File: src/rtl/uart_time_tx.sv
// UART 8N1 transmitter for the RTC host port.
// On a send request it snapshots the six BCD time digits and sends the frame "HH:MM:SS\r\n".
module uart_time_tx #(
  parameter int unsigned CLK_HZ = 100000000,
  parameter int unsigned BAUD   = 115200
) (
  input  logic       clk,
  input  logic       reset,
  input  logic       send,
  input  logic [3:0] h2,
  input  logic [3:0] h1,
  input  logic [3:0] m2,
  input  logic [3:0] m1,
  input  logic [3:0] s2,
  input  logic [3:0] s1,
  output logic       tx,
  output logic       busy,
  output logic       done
);

  localparam int unsigned CLKS_PER_BIT = CLK_HZ / BAUD;
  localparam int unsigned CNT_W        = (CLKS_PER_BIT > 1) ? $clog2(CLKS_PER_BIT) : 1;
  localparam int unsigned LAST_BYTE    = 9;
  localparam int unsigned LAST_BIT     = 7;

  typedef enum logic [1:0] {IDLE, START, DATA, STOP} state_t;

  state_t           state, state_n;
  logic [CNT_W-1:0] cnt, cnt_n;
  logic [2:0]       bit_idx, bit_n;
  logic [3:0]       byte_idx, byte_n;
  logic [23:0]      snap, snap_n;
  logic             tx_n, busy_n, done_n;
  logic             cnt_wrap;
  logic [7:0]       cur_char;

  // A BCD digit maps to its ASCII character; anything above 9 is shown as '?'.
  function automatic logic [7:0] digit_char(input logic [3:0] d);
    return (d <= 4'd9) ? (8'h30 + 8'(d)) : 8'h3F;
  endfunction

  // Character at a given frame position; snapshot layout is {h2,h1,m2,m1,s2,s1}.
  function automatic logic [7:0] frame_char(input logic [3:0] idx, input logic [23:0] t);
    case (idx)
      4'd0:    return digit_char(t[23:20]);
      4'd1:    return digit_char(t[19:16]);
      4'd3:    return digit_char(t[15:12]);
      4'd4:    return digit_char(t[11:8]);
      4'd6:    return digit_char(t[7:4]);
      4'd7:    return digit_char(t[3:0]);
      4'd2,
      4'd5:    return 8'h3A;
      4'd8:    return 8'h0D;
      default: return 8'h0A;
    endcase
  endfunction

  always_ff @(posedge clk or posedge reset) begin
    if (reset) begin
      state    <= IDLE;
      cnt      <= '0;
      bit_idx  <= '0;
      byte_idx <= '0;
      snap     <= '0;
      tx       <= 1'b1;
      busy     <= 1'b0;
      done     <= 1'b0;
    end else begin
      state    <= state_n;
      cnt      <= cnt_n;
      bit_idx  <= bit_n;
      byte_idx <= byte_n;
      snap     <= snap_n;
      tx       <= tx_n;
      busy     <= busy_n;
      done     <= done_n;
    end
  end

  // Next state and counters; outputs are derived from the next state so they register in step.
  always_comb begin
    state_n  = state;
    cnt_n    = cnt;
    bit_n    = bit_idx;
    byte_n   = byte_idx;
    snap_n   = snap;
    done_n   = 1'b0;
    tx_n     = 1'b1;
    busy_n   = 1'b0;
    cur_char = 8'h00;
    cnt_wrap = (cnt == CNT_W'(CLKS_PER_BIT - 1));

    case (state)
      IDLE: begin
        if (send) begin
          snap_n  = {h2, h1, m2, m1, s2, s1};
          state_n = START;
          cnt_n   = '0;
          bit_n   = '0;
          byte_n  = '0;
        end
      end
      START: begin
        if (cnt_wrap) begin
          cnt_n   = '0;
          bit_n   = '0;
          state_n = DATA;
        end else begin
          cnt_n = cnt + CNT_W'(1);
        end
      end
      DATA: begin
        if (cnt_wrap) begin
          cnt_n = '0;
          if (bit_idx == 3'(LAST_BIT)) begin
            state_n = STOP;
          end else begin
            bit_n = bit_idx + 3'd1;
          end
        end else begin
          cnt_n = cnt + CNT_W'(1);
        end
      end
      STOP: begin
        if (cnt_wrap) begin
          cnt_n = '0;
          if (byte_idx == 4'(LAST_BYTE)) begin
            state_n = IDLE;
            done_n  = 1'b1;
          end else begin
            byte_n  = byte_idx + 4'd1;
            state_n = START;
          end
        end else begin
          cnt_n = cnt + CNT_W'(1);
        end
      end
      default: state_n = IDLE;
    endcase

    cur_char = frame_char(byte_n, snap_n);
    busy_n   = (state_n != IDLE);
    case (state_n)
      START:   tx_n = 1'b0;
      DATA:    tx_n = cur_char[bit_n];
      default: tx_n = 1'b1;
    endcase
  end

endmodule
File: config.mk
export PLATFORM = sky130hd
export DESIGN_NAME = uart_time_tx
export DESIGN_NICKNAME = d
export VERILOG_FILES = /design/src/rtl/uart_time_tx.sv
export SDC_FILE = /design/constraint.sdc
export NUM_CORES = 1
export LEC_CHECK = 0
export CAP_MARGIN = 20
export CORE_MARGIN = 5
export CORE_UTILIZATION = 30
export CTS_BUF_LIST = sky130_fd_sc_hd__clkbuf_2 sky130_fd_sc_hd__clkbuf_4 sky130_fd_sc_hd__clkbuf_8
export CTS_CLUSTER_SIZE = 28
export DETAILED_ROUTE_END_ITERATION = 10
export GPL_ROUTABILITY_DRIVEN = 0
export PLACE_DENSITY = 0.54
export SLEW_MARGIN = 20
export SYNTH_ARGS = -nofsm -noshare
export SYNTH_HDL_FRONTEND = slang
export SYNTH_SLANG_ARGS = --single-unit
File: constraint.sdc
create_clock -name clk -period 6.19 [get_ports clk]
set_input_delay 0.9285 -clock clk [delete_from_list [all_inputs] [get_ports clk]]
set_output_delay 0.9285 -clock clk [all_outputs]
set_load 0.01 [all_outputs]
==> results.cfg <==
[clock_network]
cts_tree = built
clk_pin_slew_ns = 0.09
post_cts_buffers = 0
clock_path_buffers = 2
cts_sinks = 46
insertion_delay_ns = 0.31
cts_buffers = 5
cts_hold_buf = 0
clockRootBuffer = clkbuf_8
cts_resized = 0
ctsHtreeMaxLevel = 2

[sta]
rsz0062_at_grt = false
maxSlewViolCount = 0
fin_crit_sh_pct = 55.5
hold_viol = 0
relSlewSlack_pct = 41.6
skew_ns = 0.00663
fmaxAchievable_ghz = 0.291
fin_setup_tns_ns = 0
setup_viol = 0
fin_crit_ns = 3.43
worst_pin_slew_ns = 0.876

[synthesis]
synth_nets = 385
synth_top_area_share_pct = 38.2
yosys-top-cells-count = nand2_1, dfrtp_1, nor2_1
synth_top_area_cell = dfrtp_1
synth_edf_count = 0
synthArstFlopShare_pct = 100
yosysUniqueCellTypes = 60
seq_area_frac_synth_pct = 39.1
synth_most_common_cell = nand2_1
synth_warnings = 0
ys.flop_type = dfrtp_1
synth-seq-cells = 46
synth.area.top_cells = dfrtp_1, nand2_1, a211oi_1, ha_1, nor2_1
syn_area_sq_mm = 0.00295
syn_inst = 349
synth_area_per_cell_sq_um = 8.45

[place]
dp.cells = 502
portBuffers = 29
post-dp-hpwl_um = 5450

[cells_and_area]
drive_gt1_share_pct = 6.90
diodes = 0
nNetsFinal = 412
stdcell_count = 510
syn_to_final_growth_pct = 17.5

[setup_path]
cp_data_required_time_ns = 6.43
crit_family = simple AND/OR/NAND/NOR gates
path_cells = clkdlybuf4s50_1 -> nor2b_1 -> nor3b_1 -> and4_1 -> o22ai_2 -> nor2_1 -> a221oi_2 -> nand4_1 -> a211oi_1 -> o41ai_2
cp_slowest_stage_delay_ns = 0.56
startpoint_type = primary input
ff2ff_path_depth = 10
slowest_stage = nor2b_1
cp-endpoint = tx
path_depth = 10
path_class = in -> reg
worst-path-buf-inv = 1
crit_fanout = 10
reg2reg_to = tx
cp-end-kind = flip-flop
crit_start = send
r2r_slack_ns = 2.79
r2r-start = cnt[0]
crit_arrival_ns = 3.67

[global_route]
antenna_found_initial = 0
grt.total_usage_pct = 12.9
grt_pass1_vias = 2560
grt_pass1_wl_um = 12400
grt-ovfl-total = 0
grt_max_degree = 47

[floorplanning]
initial_utilization_pct = 30.4
die_area_sq_mm = 0.0119
dieWidth_um = 109
core_sq_mm = 0.00968
die-height_um = 109
row_count = 36
ios = 30

[route]
drt-initial-drc-count = 132
drc = 0
wl_per_cell_um = 14.2
drt_wl_total_um = 7260
viasPerCell = 5.08
final_antenna_net_count = 0
first_pass_iters = 5
vias = 2589

[flow_run]
max_cap_viol_count = 0

[worst_hold_path]
hold_start = snap[0]
hp-class = reg -> reg

[power]
power.leakage_nw = 1.52
pwr-share-comb_pct = 46.0
p_sw_share_pct = 42.7
p_switching_w = 0.000523
ir_worst_vdd_v = 0.000188
p_clk_share_pct = 16.0
power.density_mw_per_mm2 = 353
power_frac_seq_pct = 38.0
internal_power_w = 0.000702

[status]
status = completed
==> cell families (layout without fill, tap and decap cells) <==
family	after synthesis	after routing	share of synthesized area, %
mux	3	3	1.06
simple gates	183	183	28.9
flops	46	46	39.1
buf+inv	21	49	2.97
fa+ha+maj	9	9	3.82
compound gates	78	78	21.4
xor+xnor	9	9	2.67
==> sequential cells by signal, summed over array words and instances (netlist names) <==
| name | flops |
|---|---|
| tx | 1 |
| bit_idx | 3 |
| done | 1 |
| state | 2 |
| busy | 1 |
| cnt | 10 |
| byte_idx | 4 |
| snap | 24 |
==> worst min path at each step <==
stage	end	slack [ns]	cells after the start
global route	snap[12]	0.53	2
global placement	snap[20]	0.46	2
detailed placement	snap[0]	0.46	2
floorplan	snap[20]	0.44	2
CTS	snap[0]	0.49	2
finish	snap[0]	0.49	2
==> worst reg2reg max path, delay by kind of cell (launching register included) <==
| kind | cells | cell delay, ns |
|---|---|---|
| fa+ha+maj | 1 | 0.18 |
| simple gates | 4 | 1.63 |
| flops | 1 | 0.40 |
| compound gates | 5 | 1.10 |
==> layer usage <==
metal	GRT usage (%)	part of all wire [%]	wire, um
met2	21.0	46	3330
met1	17.6	49	3520
met4	3.07	1.6	114
met3	2.72	4.0	291
met5	0	0	0
==> layout make-up <==
cell class / count / area (sq um)
inverter: 9 / 35.0
fill: 1010 / 6220
clock buffer: 5 / 68.8
sequential: 46 / 1150
timing repair buffer: 32 / 313
clock inverter: 3 / 21.3
multi-input combinational: 282 / 1710
tap: 133 / 166
==> metrics by stage <==
stage          setup slack [ns]  total power (W)  util (%)  hold WS, ns  cell area, sq um
6_report                   2.76          0.00122      35.8        0.487              3460
5_1_grt                    2.30          0.00133      35.8        0.530              3460
4_1_cts                    2.73          0.00124      35.8        0.487              3460
3_5_place_dp               2.40          0.00104      34.8        0.462              3370
3_3_place_gp               2.47          0.00103      34.8        0.456              3370
2_1_floorplan              2.97         0.000871         -        0.440              2950
==> power groups by stage <==
| stage | registers, W | clock network (W) | logic, W |
|---|---|---|---|
| 2_1_floorplan | 0.000457 | 0 | 0.000415 |
| 3_3_place_gp | 0.000469 | 0 | 0.000565 |
| 3_5_place_dp | 0.000471 | 0 | 0.000565 |
| 4_1_cts | 0.000465 | 0.000203 | 0.000568 |
| 5_1_grt | 0.000479 | 0.000213 | 0.000639 |
| 6_report | 0.000465 | 0.000196 | 0.000563 |
==> cell usage in the layout (no fill, tap or decap), drive strengths merged, types with 3 or more instances in the layout <==
cell type,Yosys,routed
a31oi,5,5
o21ai,11,11
clkdlybuf4s50,0,29
nor3,11,11
nand4,4,4
nor2,30,30
xor2,6,6
nand2b,5,5
ha,9,9
o41ai,4,4
nor2b,5,5
and3,3,3
clkinv,0,3
a21oi,7,7
buf,2,3
clkbuf,10,5
o21a,3,3
or3,7,7
dfrtp,45,45
and2,6,6
nand2,92,92
nor3b,3,3
xnor2,3,3
inv,9,8
a211oi,19,19
o311ai,7,7
nand3,8,8
Note: power is estimated with default switching activity, not from simulation.
